**src/rtl/memory_access_unit_if.sv**
```systemverilog
// memory_access_unit_if: data-memory req/ack port between the memory stage (master) and data memory (slave).
interface memory_access_unit_if #(parameter int DATA_WIDTH = 32);
   logic req, we, ack;
   logic [DATA_WIDTH-1:0] addr, wdata, rdata;
   logic [3:0] wstrb;
   modport master(output req, we, addr, wdata, wstrb, input rdata, ack);
   modport slave(input req, we, addr, wdata, wstrb, output rdata, ack);
endinterface

```
**src/rtl/memory_access_unit.sv**
```systemverilog
// memory_access_unit: memory stage running req/ack data-memory accesses and stalling upstream until done.
// Define LSU_MISALIGN_TRAP_EN to trap misaligned half/word accesses instead of masking the low address bits.
module memory_access_unit #(
   parameter int DATA_WIDTH = 32,
   parameter int REGISTER_ADDRESS_WIDTH = 5,
   parameter int TIMEOUT_CYCLES = 15
) (
   input  logic clk,
   input  logic rst_n,
   input  logic resultSRCE_i,
   input  logic memWriteE_i,
   input  logic [DATA_WIDTH-1:0] ALUresultE_i,
   input  logic [DATA_WIDTH-1:0] RD2E_i,
   input  logic [1:0] memTypeE_i,
   input  logic memSignE_i,
   input  logic regWriteE_i,
   input  logic [REGISTER_ADDRESS_WIDTH-1:0] AD3E_i,
   memory_access_unit_if.master mem,
   output logic stall_o,
   output logic [DATA_WIDTH-1:0] result_o,
   output logic regWriteM_o,
   output logic [REGISTER_ADDRESS_WIDTH-1:0] AD3M_o,
   output logic bus_err_o,
   output logic misalign_o
);
   localparam int CW = $clog2(TIMEOUT_CYCLES + 1);
   typedef enum logic [1:0] {IDLE, REQ, DONE} state_t;
   state_t state, state_nx;
   logic [CW-1:0] cnt;
   logic access, mis, hit, timeout, err, mis_q;
   logic [1:0] a;
   logic [7:0] lb;
   logic [15:0] lh;
   logic [DATA_WIDTH-1:0] ld_fmt, ldata;
   assign access = resultSRCE_i | memWriteE_i;
   assign a = ALUresultE_i[1:0];
   assign hit = state == REQ && mem.ack;
   // ack on the last allowed cycle still wins over the timeout
   assign timeout = state == REQ && !mem.ack && cnt == CW'(TIMEOUT_CYCLES - 1);
`ifdef LSU_MISALIGN_TRAP_EN
   assign mis = access && (memTypeE_i == 2'b01 ? a[0] : memTypeE_i[1] && a != 2'b00);
`else
   assign mis = 1'b0;
`endif
   assign lb = mem.rdata[{a, 3'b000} +: 8];
   assign lh = mem.rdata[{a[1], 4'b0000} +: 16];
   assign ld_fmt = memTypeE_i[1] ? mem.rdata : memTypeE_i[0] ? {{16{memSignE_i & lh[15]}}, lh} : {{24{memSignE_i & lb[7]}}, lb};
   assign mem.req = state == REQ;
   assign AD3M_o = AD3E_i;
   assign bus_err_o = err;
   assign misalign_o = mis_q;
   always_ff @(posedge clk or negedge rst_n)
      if (!rst_n) state <= IDLE;
      else state <= state_nx;
   always_comb begin
      state_nx = state == IDLE ? (mis ? DONE : access ? REQ : IDLE) : state == REQ ? ((hit || timeout) ? DONE : REQ) : IDLE;
      stall_o = state == REQ || (state == IDLE && access);
      result_o = state == DONE ? ldata : ALUresultE_i;
      regWriteM_o = state == DONE ? regWriteE_i & resultSRCE_i & !memWriteE_i & !err & !mis_q : state == IDLE && !access && regWriteE_i;
   end
   always_ff @(posedge clk or negedge rst_n) begin
      if (!rst_n) begin
         cnt <= '0;
         mem.we <= 1'b0;
         mem.addr <= '0;
         mem.wdata <= '0;
         mem.wstrb <= 4'b0000;
         ldata <= '0;
         err <= 1'b0;
         mis_q <= 1'b0;
      end else begin
         err <= timeout;
         mis_q <= state == IDLE && mis;
         cnt <= state == REQ ? cnt + 1'b1 : '0;
         if (state == IDLE && access && !mis) begin
            mem.addr <= {ALUresultE_i[DATA_WIDTH-1:2], 2'b00};
            mem.we <= memWriteE_i;
            mem.wdata <= memTypeE_i[1] ? RD2E_i : memTypeE_i[0] ? {2{RD2E_i[15:0]}} : {4{RD2E_i[7:0]}};
            mem.wstrb <= memTypeE_i[1] ? 4'b1111 : memTypeE_i[0] ? (a[1] ? 4'b1100 : 4'b0011) : 4'b0001 << a;
         end
         if (hit) ldata <= ld_fmt;
         else if (timeout || (state == IDLE && mis)) ldata <= '0;
      end
   end
endmodule

```
**src/flat_wrapper.sv**
```systemverilog
// flat-port wrapper written by rule: the top's interface ports become plain ports
module memory_access_unit_flat 
#(
   parameter int DATA_WIDTH = 32,
   parameter int REGISTER_ADDRESS_WIDTH = 5,
   parameter int TIMEOUT_CYCLES = 15
)
  (clk, rst_n, resultSRCE_i, memWriteE_i, ALUresultE_i, RD2E_i, memTypeE_i, memSignE_i, regWriteE_i, AD3E_i, stall_o, result_o, regWriteM_o, AD3M_o, bus_err_o, misalign_o, mem_req, mem_we, mem_addr, mem_wdata, mem_wstrb, mem_rdata, mem_ack);
  memory_access_unit_if #(.DATA_WIDTH(DATA_WIDTH)) mem_i ();
  input  logic clk;
  input  logic rst_n;
  input  logic resultSRCE_i;
  input  logic memWriteE_i;
  input  logic [DATA_WIDTH-1:0] ALUresultE_i;
  input  logic [DATA_WIDTH-1:0] RD2E_i;
  input  logic [1:0] memTypeE_i;
  input  logic memSignE_i;
  input  logic regWriteE_i;
  input  logic [REGISTER_ADDRESS_WIDTH-1:0] AD3E_i;
  output logic stall_o;
  output logic [DATA_WIDTH-1:0] result_o;
  output logic regWriteM_o;
  output logic [REGISTER_ADDRESS_WIDTH-1:0] AD3M_o;
  output logic bus_err_o;
  output logic misalign_o;
  output wire logic [$bits(mem_i.req)-1:0] mem_req;
  output wire logic [$bits(mem_i.we)-1:0] mem_we;
  output wire logic [$bits(mem_i.addr)-1:0] mem_addr;
  output wire logic [$bits(mem_i.wdata)-1:0] mem_wdata;
  output wire logic [$bits(mem_i.wstrb)-1:0] mem_wstrb;
  input wire logic [$bits(mem_i.rdata)-1:0] mem_rdata;
  input wire logic [$bits(mem_i.ack)-1:0] mem_ack;
  assign mem_req = mem_i.req;
  assign mem_we = mem_i.we;
  assign mem_addr = mem_i.addr;
  assign mem_wdata = mem_i.wdata;
  assign mem_wstrb = mem_i.wstrb;
  assign mem_i.rdata = mem_rdata;
  assign mem_i.ack = mem_ack;
  memory_access_unit #(.DATA_WIDTH(DATA_WIDTH), .REGISTER_ADDRESS_WIDTH(REGISTER_ADDRESS_WIDTH), .TIMEOUT_CYCLES(TIMEOUT_CYCLES)) u_core (.clk(clk), .rst_n(rst_n), .resultSRCE_i(resultSRCE_i), .memWriteE_i(memWriteE_i), .ALUresultE_i(ALUresultE_i), .RD2E_i(RD2E_i), .memTypeE_i(memTypeE_i), .memSignE_i(memSignE_i), .regWriteE_i(regWriteE_i), .AD3E_i(AD3E_i), .mem(mem_i), .stall_o(stall_o), .result_o(result_o), .regWriteM_o(regWriteM_o), .AD3M_o(AD3M_o), .bus_err_o(bus_err_o), .misalign_o(misalign_o));
endmodule
```
**config.mk**
```make
export PLATFORM = sky130hd
export DESIGN_NAME = memory_access_unit_flat
export DESIGN_NICKNAME = d
export VERILOG_FILES = /design/src/rtl/memory_access_unit_if.sv /design/src/rtl/memory_access_unit.sv /design/src/flat_wrapper.sv
export SDC_FILE = /design/constraint.sdc
export NUM_CORES = 1
export LEC_CHECK = 0
export CAP_MARGIN = 0
export CORE_ASPECT_RATIO = 0.7
export CORE_MARGIN = 3
export CORE_UTILIZATION = 39
export DETAILED_ROUTE_END_ITERATION = 12
export PLACE_DENSITY = 0.77
export SKIP_LAST_GASP = 1
export SLEW_MARGIN = 20
export SYNTH_ARGS = -nofsm -noshare
export SYNTH_HDL_FRONTEND = slang
export SYNTH_SLANG_ARGS = --single-unit
```
**constraint.sdc**
```tcl
create_clock -name clk -period 1.6 [get_ports clk]
set_input_delay 0.16 -clock clk [delete_from_list [all_inputs] [get_ports clk]]
set_output_delay 0.16 -clock clk [all_outputs]
set_load 0.01 [all_outputs]
```
### Word-level counts from Yosys, hierarchy flattened

Cells that the tools add are included.

| word-level totals | value |
|---|---|
| latch bits | 0 |
| output and inout port bits | 111 |
| RAM bits | 0 |
| input bits | 110 |
| bits in read-only memories | 0 |
| memories kept | 0 |
| register bits | 106 |

| cells by class | value |
|---|---|
| magnitude comparators | 0 |
| shift-type cells | 3 |
| muxes and demuxes | 16 |
| $mul | 0 |
| equal/unequal tests | 3 |
| bitwise operators | 6 |
| reduce and logical (&&, ||, !) cells | 14 |
| add/sub/neg operators | 1 |
| div/mod/pow operators | 0 |

Operator list:

| kind | count |
|---|---|
| 2-to-1 mux 32 bit | 7 |
| variable part select 32 x 6 -> 16 bit | 1 |
| variable part select 32 x 6 -> 8 bit | 1 |
| 2-to-1 mux 4 bit | 4 |
| logical AND 1 bit | 6 |
| 2-to-1 mux 2 bit | 3 |
| bitwise AND 1 bit | 5 |
| adder 4 x 1 -> 4 bit (second input constant) | 1 |
| == test 4 bit (second input constant) | 1 |
| logical NOT 1 bit | 4 |
| << shifter 1 x 2 -> 4 bit (first input constant) | 1 |
| == test 2 x 1 -> 1 bit (second input constant) | 1 |
| == test 2 bit (second input constant) | 1 |
| logical NOT 2 bit | 1 |
| logical OR 1 bit | 2 |
| 2-to-1 mux 1 bit | 2 |
| nonzero test 2 bit | 1 |
| bitwise OR 1 bit | 1 |

### Depth between registers and ports, before layout

| logic depth | value |
|---|---|
| word-level depth | 7 |
| mapped depth | 7 |
| mapped depth without buffers | 6 |

### Least setup slack after synthesis

OpenSTA, ideal clock, no wires.

| timing path | value |
|---|---|
| path type | flip-flop to flip-flop |
| start | reg u_core.state[1] |
| end | reg u_core.ldata[15] |
| cell stages (with the launch flop) | 8 |
| setup slack | 0.001 ns |
| library setup time | 0.127 ns |
| data arrival time | 1.472 ns |
| cell sequence | dfrtp_1 nand2b_1 buf_2 inv_1 o21ai_1 buf_2 a222oi_1 inv_1 |

| between the ends | value |
|---|---|
| longest elaborated chain between the ends | 4 |

Ends and longest elaborated chain:

| what | RTL line | RTL |
|---|---|---|
| from (decl) | memory_access_unit.sv:28 | `state_t state, state_nx;` |
| from (signal assigned) | memory_access_unit.sv:54 | `else state <= state_nx;` |
| == test 2 x 1 -> 1 bit * | n/a |  |
| named net mem_req | flat_wrapper.sv:26 | `output wire logic [$bits(mem_i.req)-1:0] mem_req;` |
| logical AND 1 bit (2 in a row) | memory_access_unit.sv:39 | `assign timeout = state == REQ && !mem.ack && cnt == CW'(TIMEOUT_CYCLES - 1);` |
| nonzero test 2 bit (no source line) | n/a |  |
| to (signal assigned) | memory_access_unit.sv:81 | `if (hit) ldata <= ld_fmt;` |
| to (decl) | memory_access_unit.sv:34 | `logic [DATA_WIDTH-1:0] ld_fmt, ldata;` |

Mark *: on every way through the listed nets, which the timed path passes. The rest lies on a longest branch.
A chain may end at the register's enable or synchronous reset.

### Worst setup path after layout

| timing path | value |
|---|---|
| start | reg u_core.state[0] |
| end | out result_o[13] |

| between the ends | value |
|---|---|
| longest elaborated chain between the ends | 2 |

Ends and longest elaborated chain:

| what | RTL line | RTL |
|---|---|---|
| == test 2 bit | memory_access_unit.sv:58 | `result_o = state == DONE ? ldata : ALUresultE_i;` |
| 2-to-1 mux 32 bit | memory_access_unit.sv:58 |  |
| to (decl) | flat_wrapper.sv:21 | `output logic [DATA_WIDTH-1:0] result_o;` |

Every way passes these cells.

==> summary.md <==
| Metric | Value |
|---|---|
| FMAX | 0.552 GHz |
| CP max stage cell | dfrtp_1 |
| Max cap viols | 0 |
| Pint | 9.43 mW |
| Crit path time final | 1810 ps |
| PortBufs | 207 |
| Grt ovf | 0 |
| Drt via density | 5.36 |
| First-pass GRT wire length | 26400 um |
| Clock Latency Late Sink | 350 ps |
| CP most frequent cell | buf_12 |
| Synth top cells by count | 106 x dfrtp_1, 76 x mux2_2, 53 x o21ai_0 |
| Share of cells above drive strength 1 | 29.5% |
| I/O pins | 221 |
| Power Dens Cells | 1660 nW/um^2 |
| Worst Path Max Fanout | 7 |
| Die Area | 14800 um^2 |
| Starting density of the core | 41.0% |
| Die Wd | 144 um |
| Gp weighted congestion | 0.879 |
| 1st-iter DRT viols | 255 |
| Final setup vio count | 47 |
| DP Cell Count | 838 |
| CP Class | flip-flop to primary output |
| CTS tree | built |
| Avg WL per Cell | 20.7 um |
| GRT Util Overall | 23.3% |
| DRT Pass-1 Iters | 5 |
| Unrepaired setup endpoints after global routing | yes |
| Hold WC Path Type | input pin to asynchronous set/reset pin |
| Peak supply drop | 0.000913 V |
| Count leader, synth | dfrtp_1 |
| Synth Cell Area | 5210 um^2 |
| Power Total | 14.1 mW |
| Net Sw Frac | 33.0% |
| Worst-case clock skew | 6.99 ps |
| Post-synth top flop | dfrtp_1 |
| Post-synth EDFFs | 0 |
| HPWL Detailed | 12700 um |
| Sequential Power Share | 34.1% |
| Final wirelength | 18000 um |
| Critical Path AT | 1650 ps |
| Core area | 12700 um^2 |
| CP Launch Type | flip-flop |
| Pre-CTS setup slack | -377 ps |
| Synth warn | 0 |
| Yosys top cell by area | dfrtp_1 |
| Count of cell types in the netlist | 41 |
| Setup ws final | -211 ps |
| Vias in the first global route | 4804 |
| # DRC | 0 |
| FP Rows | 34 |
| Pleak | 3.75 nW |
| Final Hold Fails | 0 |
| Max-slew violation count | 0 |
| CP Cell Sequence | nor2b_4, buf_12, buf_12, mux2_4, buf_6 |
| Total clock sinks | 106 |
| Status | finished with violations |
| DRT antenna net count | 0 |
| Htree depth | 3 |
| NetSw | 4.64 mW |
| Asr flop ratio synth | 100% |
| Antenna diode instance count | 0 |
| Largest net degree at the start of global routing | 59 |
| Yosys top cell area share | 50.9% |
| Root Driver | clkbuf_16 |
| Clock share of power | 15.6% |
| Synth top area cells | dfrtp_1 51%, mux2_2 16%, mux2i_1 5.2% |
| CP Data Required Time | 1440 ps |
| Nets | 816 |
| Via count | 4667 |
| CTS clk-pin slew, worst paths | 60 ps |
| Die Y | 103 um |
| CTS buffer count | 9 |
| Syn_area_per_cell | 11.2 um^2 |
| Slowest stage delay, CP | 410 ps |
| Final std cells w/o fill | 870 |
| Fin util | 66.6% |
| Post-synthesis sequential area ratio | 50.9% |
| Period Utilization, post-route | 113% |
| Cells after synthesis | 465 |
| Area grow syn2layout | 62.5% |
| CTS Buffer Depth | 2 |
| Register bit count reported by yosys | 106 |
| Comb power frac | 50.3% |
| Failing checks | negative setup slack |
| Critical path endpoint category | primary output |
| Antenna violations before repair | 0 |
[through the flow]
stage	TNS [ps]	cell area, um^2	hold slack (ps)
finish	-6490	8470	320
global route	-9080	8470	320
CTS	-6830	8300	320
detailed placement	-20190	7700	142
global placement	-15260	7700	138
floorplan	0	5220	-136
[final cells by class]
type                    count  area (um^2)
inverters                   7         26.3
flip-flops and latches    106         2650
clock buffers              12          246
clock inverters             3         40.0
fillers                   947         4250
repair buffers            266         2770
well taps                 162          203
multi-input cells         314         2530
[flip-flops by register name, indices dropped and copies added, names as in the netlist]
| signal | count |
|---|---|
| u_core.ldata | 32 |
| u_core.mem.wdata | 32 |
| u_core.mem.addr | 30 |
| u_core.cnt | 4 |
| u_core.mem.wstrb | 4 |
| u_core.state | 2 |
| u_core.bus_err_o | 1 |
| u_core.mem.we | 1 |
[final timing paths]
check                                      end  depth (start not counted)  slack (ps)            start
max reg2reg                    u_core.ldata[0]                          8         -60  u_core.state[0]
min reg2reg                      u_core.cnt[0]                          1         460    u_core.cnt[0]
max in group asynchronous      u_core.state[0]                          3         690            rst_n
max                               result_o[13]                          5        -210  u_core.state[0]
min                        u_core.mem.wdata[5]                          2         320            rst_n
min in group clk                     AD3M_o[4]                          0         320        AD3E_i[4]
[repair_timing]
item | in CTS | in global routing
buffers inserted | 6 | 7
pin swaps | 3 | 1
resized for setup | 220 | 15
setup endpoints to repair | 78 | 72
hold endpoints to repair | 30 | 0
hold buffers | 1 | 0
cloned | 3 | 3
[routing by layer]
layer,track usage (%),share of wire [%]
met5,0,0
met4,6.45,1.8
met3,5.66,7.0
met2,37.1,46
met1,32.1,45
[cell families after synthesis]
family,after synthesis,share of synthesized area [%]
multiplexers,104,21.9
XOR/XNOR,2,0.336
AO/OA/AOI/OAI,111,13.2
flip-flops,106,50.9
other,1,0.0719
AND/OR/NAND/NOR,91,8.35
buffers and inverters,48,4.78
adder cells (fa/ha/maj),2,0.480
[power by group through the flow]
| stage | clock, mW | sequential (mW) | combinational [mW] |
|---|---|---|---|
| detailed placement | 0 | 4.79 | 6.21 |
| global route | 2.38 | 4.93 | 7.54 |
| global placement | 0 | 4.74 | 6.04 |
| finish | 2.19 | 4.79 | 7.08 |
| CTS | 2.26 | 4.78 | 6.75 |
| floorplan | 0 | 5.00 | 2.47 |
[critical path: cells and delay by family, from the launching register on]
family | cells | cell delay [ps]
buffers and inverters | 3 | 410
AND/OR/NAND/NOR | 1 | 160
flip-flops | 1 | 410
multiplexers | 1 | 310
[cells in the final DEF, fill, tap and decap left out, drive strengths merged, types with 7 or more instances in the layout]
cell / n
clkdlybuf4s50: 168
dfrtp: 106
buf: 92
mux2: 76
o21ai: 55
nand2: 42
mux2i: 28
a21oi: 26
nor2: 17
a221o: 16
clkbuf: 14
and3: 9
or2: 7
inv: 7
a22oi: 7
No activity file was read; power rests on OpenSTA's default activity.
